## config.mk

```make
export PLATFORM = sky130hd
export DESIGN_NAME = cam_frame_capture
export DESIGN_NICKNAME = d
export VERILOG_FILES = /design/src/rtl/cam_frame_capture.sv
export SDC_FILE = /design/constraint.sdc
export NUM_CORES = 1
export LEC_CHECK = 0
export CORE_ASPECT_RATIO = 0.75
export CORE_MARGIN = 4
export CORE_UTILIZATION = 58
export CTS_BUF_LIST = sky130_fd_sc_hd__clkbuf_4 sky130_fd_sc_hd__clkbuf_8
export CTS_CLUSTER_DIAMETER = 50
export DETAILED_ROUTE_END_ITERATION = 8
export GPL_TIMING_DRIVEN = 0
export PLACE_DENSITY = 0.82
export SLEW_MARGIN = 25
export SYNTH_ARGS = -nofsm -noshare
export SYNTH_HDL_FRONTEND = slang
export SYNTH_SLANG_ARGS = --single-unit
```

## constraint.sdc

```tcl
create_clock -name clk -period 3.7 [get_ports clk]
set_clock_uncertainty 0.15 [all_clocks]
set_input_delay 0.37 -clock clk [delete_from_list [all_inputs] [get_ports clk]]
set_output_delay 0.37 -clock clk [all_outputs]
set_load 0.02 [all_outputs]
```

## src/rtl/cam_frame_capture.sv

```systemverilog
// Camera-side frame buffer writer: synchronises an RGB444 byte stream, assembles
// 12-bit pixels, decimates the sensor frame and writes kept pixels linearly.
module cam_frame_capture #(
  parameter int c_img_cols    = 80,
  parameter int c_img_rows    = 60,
  parameter int c_img_pxls    = c_img_cols * c_img_rows,
  parameter int c_nb_img_pxls = 13,
  parameter int c_cam_cols    = 640,
  parameter int c_cam_rows    = 480,
  parameter int c_dec_log2    = 3,
  parameter int c_nb_buf      = 12
) (
  input  logic                     clk,
  input  logic                     rst,
  input  logic                     capture_en,
  input  logic                     cam_pclk,
  input  logic                     cam_vsync,
  input  logic                     cam_href,
  input  logic [7:0]               cam_data,
  output logic                     wr_en,
  output logic [c_nb_img_pxls-1:0] wr_addr,
  output logic [c_nb_buf-1:0]      wr_pxl,
  output logic                     busy,
  output logic                     frame_done,
  output logic                     frame_err
);

  localparam int c_nb_col = $clog2(c_cam_cols + 1);
  localparam int c_nb_row = $clog2(c_cam_rows + 1);
  localparam int c_nb_cnt = $clog2(c_img_pxls + 1);

  localparam logic [c_nb_col-1:0] c_col_max = c_nb_col'(c_cam_cols);
  localparam logic [c_nb_row-1:0] c_row_max = c_nb_row'(c_cam_rows);
  localparam logic [c_nb_cnt-1:0] c_cnt_max = c_nb_cnt'(c_img_pxls);
  localparam logic [c_nb_col-1:0] c_col_one = c_nb_col'(1);
  localparam logic [c_nb_row-1:0] c_row_one = c_nb_row'(1);
  localparam logic [c_nb_cnt-1:0] c_cnt_one = c_nb_cnt'(1);

  typedef enum logic [1:0] {
    st_idle     = 2'd0,
    st_wait_sof = 2'd1,
    st_frame    = 2'd2
  } state_t;

  state_t state_r, next_state_s;

  logic       pclk_s1_r, pclk_s2_r, pclk_s3_r;
  logic       vsync_s1_r, vsync_s2_r, vsync_s3_r;
  logic       href_s1_r, href_s2_r, href_s3_r;
  logic [7:0] data_s1_r, data_s2_r;

  logic                pclk_rise_s, vs_rise_s, vs_fall_s, href_fall_s;
  logic                clear_s, in_frame_s, eof_s, byte_s, line_end_s;
  logic                dec_hit_s, in_range_s, keep_s, done_s, err_s;
  logic [c_nb_buf-1:0] pixel_s;

  logic                phase_r;
  logic [3:0]          r_hold_r;
  logic [c_nb_col-1:0] cam_col_r;
  logic [c_nb_row-1:0] cam_row_r;
  logic [c_nb_cnt-1:0] wr_cnt_r;

  logic                     wr_en_r;
  logic [c_nb_img_pxls-1:0] wr_addr_r;
  logic [c_nb_buf-1:0]      wr_pxl_r;
  logic                     busy_r, frame_done_r, frame_err_r;

  // Two-stage synchroniser plus edge-history stage for all camera inputs
  always_ff @(posedge clk or posedge rst) begin
    if (rst) begin
      pclk_s1_r  <= 1'b0;
      pclk_s2_r  <= 1'b0;
      pclk_s3_r  <= 1'b0;
      vsync_s1_r <= 1'b0;
      vsync_s2_r <= 1'b0;
      vsync_s3_r <= 1'b0;
      href_s1_r  <= 1'b0;
      href_s2_r  <= 1'b0;
      href_s3_r  <= 1'b0;
      data_s1_r  <= 8'h00;
      data_s2_r  <= 8'h00;
    end else begin
      pclk_s1_r  <= cam_pclk;
      pclk_s2_r  <= pclk_s1_r;
      pclk_s3_r  <= pclk_s2_r;
      vsync_s1_r <= cam_vsync;
      vsync_s2_r <= vsync_s1_r;
      vsync_s3_r <= vsync_s2_r;
      href_s1_r  <= cam_href;
      href_s2_r  <= href_s1_r;
      href_s3_r  <= href_s2_r;
      data_s1_r  <= cam_data;
      data_s2_r  <= data_s1_r;
    end
  end

  assign pclk_rise_s = pclk_s2_r & ~pclk_s3_r;
  assign vs_rise_s   = vsync_s2_r & ~vsync_s3_r;
  assign vs_fall_s   = ~vsync_s2_r & vsync_s3_r;
  assign href_fall_s = ~href_s2_r & href_s3_r;

  // FSM state register
  always_ff @(posedge clk or posedge rst) begin
    if (rst) begin
      state_r <= st_idle;
    end else begin
      state_r <= next_state_s;
    end
  end

  // FSM next-state logic; capture_en only matters when idle or at end of frame
  always_comb begin
    next_state_s = state_r;
    case (state_r)
      st_idle: begin
        if (capture_en) next_state_s = st_wait_sof;
        else            next_state_s = st_idle;
      end
      st_wait_sof: begin
        if (vs_fall_s) next_state_s = st_frame;
        else           next_state_s = st_wait_sof;
      end
      st_frame: begin
        if (vs_rise_s) begin
          if (capture_en) next_state_s = st_wait_sof;
          else            next_state_s = st_idle;
        end else begin
          next_state_s = st_frame;
        end
      end
      default: next_state_s = st_idle;
    endcase
  end

  // FSM output decode: counter clear on WAIT_SOF entry, byte/line/keep strobes
  always_comb begin
    clear_s    = 1'b0;
    in_frame_s = 1'b0;
    case (state_r)
      st_idle: begin
        clear_s    = capture_en;
        in_frame_s = 1'b0;
      end
      st_wait_sof: begin
        clear_s    = 1'b0;
        in_frame_s = 1'b0;
      end
      st_frame: begin
        clear_s    = vs_rise_s & capture_en;
        in_frame_s = 1'b1;
      end
      default: begin
        clear_s    = 1'b0;
        in_frame_s = 1'b0;
      end
    endcase

    eof_s      = in_frame_s & vs_rise_s;
    byte_s     = in_frame_s & ~vs_rise_s & href_s2_r & pclk_rise_s;
    line_end_s = in_frame_s & ~vs_rise_s & href_fall_s;
    dec_hit_s  = (cam_col_r[c_dec_log2-1:0] == {c_dec_log2{1'b0}}) &&
                 (cam_row_r[c_dec_log2-1:0] == {c_dec_log2{1'b0}});
    in_range_s = (cam_col_r < c_col_max) && (cam_row_r < c_row_max) &&
                 (wr_cnt_r < c_cnt_max);
    keep_s     = byte_s & phase_r & dec_hit_s & in_range_s;
    done_s     = eof_s & (wr_cnt_r == c_cnt_max);
    err_s      = eof_s & (wr_cnt_r != c_cnt_max);
    pixel_s    = c_nb_buf'({r_hold_r, data_s2_r});
  end

  // Byte phase, red-nibble hold and saturating sensor position counters
  always_ff @(posedge clk or posedge rst) begin
    if (rst) begin
      phase_r   <= 1'b0;
      r_hold_r  <= 4'h0;
      cam_col_r <= {c_nb_col{1'b0}};
      cam_row_r <= {c_nb_row{1'b0}};
    end else if (clear_s) begin
      phase_r   <= 1'b0;
      cam_col_r <= {c_nb_col{1'b0}};
      cam_row_r <= {c_nb_row{1'b0}};
    end else if (line_end_s) begin
      phase_r   <= 1'b0;
      cam_col_r <= {c_nb_col{1'b0}};
      if (cam_row_r != c_row_max) cam_row_r <= cam_row_r + c_row_one;
    end else if (byte_s) begin
      if (!phase_r) begin
        r_hold_r <= data_s2_r[3:0];
        phase_r  <= 1'b1;
      end else begin
        phase_r <= 1'b0;
        if (cam_col_r != c_col_max) cam_col_r <= cam_col_r + c_col_one;
      end
    end
  end

  // Write count doubles as the linear buffer address
  always_ff @(posedge clk or posedge rst) begin
    if (rst) begin
      wr_cnt_r <= {c_nb_cnt{1'b0}};
    end else if (clear_s) begin
      wr_cnt_r <= {c_nb_cnt{1'b0}};
    end else if (keep_s) begin
      wr_cnt_r <= wr_cnt_r + c_cnt_one;
    end
  end

  // Registered outputs; address and data hold between writes
  always_ff @(posedge clk or posedge rst) begin
    if (rst) begin
      wr_en_r      <= 1'b0;
      wr_addr_r    <= {c_nb_img_pxls{1'b0}};
      wr_pxl_r     <= {c_nb_buf{1'b0}};
      busy_r       <= 1'b0;
      frame_done_r <= 1'b0;
      frame_err_r  <= 1'b0;
    end else begin
      wr_en_r      <= keep_s;
      busy_r       <= (next_state_s == st_frame);
      frame_done_r <= done_s;
      frame_err_r  <= err_s;
      if (clear_s) begin
        wr_addr_r <= {c_nb_img_pxls{1'b0}};
      end else if (keep_s) begin
        wr_addr_r <= c_nb_img_pxls'(wr_cnt_r);
        wr_pxl_r  <= pixel_s;
      end
    end
  end

  assign wr_en      = wr_en_r;
  assign wr_addr    = wr_addr_r;
  assign wr_pxl     = wr_pxl_r;
  assign busy       = busy_r;
  assign frame_done = frame_done_r;
  assign frame_err  = frame_err_r;

endmodule

```

-- Yosys cells after proc, flatten, opt, wreduce, memory -nomap -nowiden
Index checks and enable logic that the tools add are counted.
- output and inout bits: 29
- word-level logic and storage cells: 97
- register bits: 93
- input port bits: 14
- muxes and demuxes: 22
- add/sub/neg operators: 3
- equal/unequal tests: 7
- bitwise logic cells: 23
- magnitude comparators: 3
- reduce and logical (&&, ||, !) cells: 16
- operator list (cell ; number):
    13-bit 2-to-1 mux ; 4
    10-bit 2-to-1 mux ; 5
    9-bit 2-to-1 mux ; 3
    1-bit AND ; 15
    13-bit by 1-bit adder with 13-bit output, second input constant ; 1
    13-bit == test, second input constant ; 1
    13-bit less-than comparator, second input constant ; 1
    13-bit inequality test, second input constant ; 1
    10-bit by 1-bit adder with 10-bit output, second input constant ; 1
    10-bit less-than comparator, second input constant ; 1
    10-bit inequality test, second input constant ; 1
    9-bit by 1-bit adder with 9-bit output, second input constant ; 1
    9-bit less-than comparator, second input constant ; 1
    9-bit inequality test, second input constant ; 1
    3-bit nonzero test ; 3
    1-bit inverter ; 8
    3-bit logical NOT ; 2
    1-bit 2-to-1 mux ; 6
    2-bit case mux with 3 select lines ; 1
    2-bit nonzero test ; 3
    2-bit == test, second input constant ; 2
    2-bit 2-to-1 mux ; 2
    2-bit AND reduction ; 2
    4-bit AND reduction ; 1
    other kinds (5) ; 7

-- Longest topological paths before layout
- depth after elaboration: 11
- depth in mapped cells: 8
- depth with buffers taken out: 6

-- Least setup slack after synthesis
No wires, ideal clock.
- kind: register to register
- from: register cam_col_r[0]
- to: register wr_pxl_r[0], in the netlist wr_pxl[0]
- period minus slack after synthesis: 2288 ps
- data arrival time: 2014 ps
- library setup time: 125 ps
- cell stages (with the launch flop): 8
- path buffers: 1
- slack: 1412 ps
- data required time: 3425 ps
- cell sequence: dfrtp_1 > inv_1 > ha_1 > nor4bb_1 > o2111ai_1 > nor2_4 > buf_2 > mux2_2
- longest elaborated chain between the ends: 5
- elaborated cells on any way between the ends: 8
- those cells by class: order compare: 1; bitwise: 2; reduce/logical: 5
- ends and longest elaborated chain (element ; RTL line ; RTL):
    start: declaration ; 59 ; logic [c_nb_col-1:0] cam_col_r;
    start signal: assignment ; 176 ; cam_col_r <= {c_nb_col{1'b0}};
    start signal: assignment ; 180 ; cam_col_r <= {c_nb_col{1'b0}};
    start signal: assignment ; 184 ; cam_col_r <= {c_nb_col{1'b0}};
    10-bit less-than comparator / 3-bit logical NOT (equally long branches) ; 163, 161 ;
    1-bit logical AND (on tied branches) ; 163, 161 ;
    1-bit logical AND / 1-bit AND (equally long branches) ; 163, 165 ;
    1-bit AND * ; 165 ; keep_s = byte_s & phase_r & dec_hit_s & in_range_s;
    2-bit AND reduction (no source line) * ; n/a ;
    end signal: assignment ; 213 ; wr_pxl_r <= {c_nb_buf{1'b0}};
    end signal: assignment ; 226 ; wr_pxl_r <= pixel_s;
    end: declaration ; 65 ; logic [c_nb_buf-1:0] wr_pxl_r;
Mark *: on every way between the ends. The rest lies on a longest branch, timed or not.
A chain may end at the register's enable or synchronous reset.

-- Final worst setup path
Ends and elaborated chain as after synthesis.

==> impl_metrics.env <==
export IMPL_first_iter_violations=271
export IMPL_drtPass1Iterations=4
export IMPL_cp_required_ns=3.80
export IMPL_cp_max_fo=10
export IMPL_cp_data_arrival_time_ns=2.85
export IMPL_grt_overflow=0
export IMPL_gp_congestion=0.856
export IMPL_cts_resized=0
export IMPL_synth_compound_area_frac=0.101
export IMPL_synth_fp_nets=379
export IMPL_maxSlewViolCount=0
export IMPL_ys_ff_latch=93
export IMPL_synth_avg_cell_area_sq_um=11.0
export IMPL_ys_types=42
export IMPL_drc=0
export IMPL_antennaDiodeCount=0
export IMPL_htree_levels=3
export IMPL_crit_path_start_kind="flop"
export IMPL_r2r_cells=7
export IMPL_drtAntennaViolNets=0
export IMPL_layout_drive_gt1_share=0.112
export IMPL_wirelength_um=8490
export IMPL_hp_start="vsync_s1_r"
export IMPL_critPathKind="reg -> reg"
export IMPL_synth_top_family_by_area="simple AND/OR/NAND/NOR gates"
export IMPL_grt_setup_unrepaired="no"
export IMPL_viasPerCell=6.06
export IMPL_cts_made_buffers=9
export IMPL_clock_sinks=93
export IMPL_fill_cells=454
export IMPL_io_pins=43
export IMPL_tritoncts="built"
export IMPL_hp_class="reg -> reg"
export IMPL_end_kind="flop"
export IMPL_leakage_nw=1.98
export IMPL_insertion_delay_ns=0.36
export IMPL_whs_endpoint="vsync_s2_r"
export IMPL_rows=25
export IMPL_min_path_cells=0
export IMPL_cts_setup_buffers=0
export IMPL_core_area_sq_um=6470
export IMPL_irDropWorstVdd_v=0.000314
export IMPL_yosysSeqAreaShare=0.587
export IMPL_die_height_um=79.6
export IMPL_yosys_warnings=0
export IMPL_ys_flop_type="dfrtp_1"
export IMPL_rr_startpoint="cam_col_r[0]"
export IMPL_drv_cap=0
export IMPL_initial_core_util=0.612
export IMPL_hold_viol_final=0
export IMPL_grt_pass1_vias=2897
export IMPL_p_per_area_nw_per_um2=432
export IMPL_grt_max_degree=49
export IMPL_r2r_end="wr_pxl[0]"
export IMPL_status="finished, final reports clean"
export IMPL_cts_hold_fix_buffers=0
export IMPL_layout_commonest_cell="dfrtp_1"
export IMPL_fin_area_sq_um=4710
export IMPL_worstMarginPinSlew_ns=0.811
export IMPL_vias=3022
export IMPL_synth_simple_area_share=0.189
export IMPL_synth_edf_count=0
export IMPL_antenna_found_initial=0
export IMPL_setup_violations=0
export IMPL_synth_fa_ha_area_frac=0.0189
export IMPL_wl_per_cell_um=17.0
export IMPL_fin_cells=499
export IMPL_fin_crit_ns=2.75
export IMPL_synth_area_sq_um=3970
export IMPL_syn_to_final_growth_pct=18.7
export IMPL_max_freq_ghz=0.363
export IMPL_port_buffers=42
export IMPL_cts_buffer_depth=2
export IMPL_nets=433
export IMPL_synth_xor_area_share=0.00663
export IMPL_place_area_sq_um=4520
export IMPL_maxSlewHeadroom=0.454
export IMPL_place_hpwl_um=5970
export IMPL_final_cell_mix="dfrtp_1, clkdlybuf4s50_1, nand2_1, nand3_1, o21ai_0"
export IMPL_synth_cells=359
export IMPL_period_share=0.744
export IMPL_setup_tns_ns=0
export IMPL_clkTransAtPathRegs_ns=0.10
export IMPL_r2r_slack_ns=0.95
export IMPL_die_w_um=103
export IMPL_synth_mux_area_frac=0.0656
export IMPL_track_usage=0.225
export IMPL_grt_pass1_wl_um=14400
export IMPL_place_inst=483
export IMPL_die_area_sq_um=8240
export IMPL_cts_root_buf="clkbuf_8"
export IMPL_ys_async_sr_fraction=1.00
[cells in the mapped netlist (all sizes together) (7+ instances only)]
master | n | share of area
nand3 | 31 | 0.039
o21ai | 27 | 0.034
nor4 | 11 | 0.017
a21oi | 18 | 0.023
mux2 | 16 | 0.045
or3 | 8 | 0.013
nand2 | 34 | 0.032
clkbuf | 11 | 0.010
o31ai | 8 | 0.015
nor2 | 7 | 0.0085
buf | 7 | 0.010
mux2i | 8 | 0.020
or4 | 10 | 0.019
dfrtp | 93 | 0.59
inv | 12 | 0.011
nand2b | 9 | 0.014
[layout make-up]
type	count	area, sq um	area share
Sequential cell	93	2330	0.494
Multi-Input combinational cell	236	1520	0.322
Timing Repair Buffer	43	448	0.0951
Clock buffer	9	124	0.0263
Tap cell	81	101	0.0215
Buffer	18	82.6	0.0175
Clock inverter	7	58.8	0.0125
Inverter	12	50.0	0.0106
[critical path, cell delays in order, from the launching register on]
cell and delay, ns:
dfrtp_1 0.43, inv_1 0.10, ha_1 0.19, nor4bb_1 0.40, o2111ai_1 0.34, nor2_4 0.38, buf_2 0.29, mux2_2 0.36
[per-stage QoR]
stage	util	power [mW]	setup slack [ns]	hold slack, ns
CTS	0.726	2.04	0.968	0.208
floorplan	-	1.30	0.760	0.181
global route	0.727	2.13	0.811	0.212
detailed placement	0.698	1.41	0.974	0.185
global placement	0.693	1.39	-0.549	0.181
finish	0.727	2.03	0.947	0.206
[where the power goes]
group / internal [mW] / switching [mW]
combinational: 0.0995 / 0.198
sequential: 1.06 / 0.0338
clock: 0.255 / 0.382
[metal layers]
layer,GRT usage,share of wire,vias to the layer above
li1,-,-,1412
met1,0.335,0.47,1501
met2,0.335,0.46,100
met3,0.0515,0.066,9
met4,0.0556,0.0098,0
met5,0,0,-
[flip-flops by register name (all words and copies together) (netlist names), 2 cells and up]
register / count
wr_addr: 13
wr_cnt_r: 13
wr_pxl: 12
cam_col_r: 10
cam_row_r: 9
data_s1_r: 8
data_s2_r: 8
r_hold_r: 4
state_r: 2
[logic make-up after synthesis]
family,count (synthesis)
fa+ha+maj,6
simple gates,137
buf+inv,30
xor+xnor,3
flops,93
compound gates,66
mux,24
[worst max path at each step]
stage	from	to	slack [ns]	cells past startpoint
2_1_floorplan	rst	busy	0.76	1
3_3_place_gp	rst	data_s1_r[5]	-0.55	2
3_5_place_dp	cam_col_r[0]	wr_pxl[0]	0.97	7
4_1_cts	cam_col_r[0]	wr_pxl[0]	0.97	7
5_1_grt	cam_col_r[0]	wr_cnt_r[11]	0.81	7
6_report	cam_col_r[0]	wr_pxl[0]	0.95	7
No activity file was read; power rests on OpenSTA's default activity.
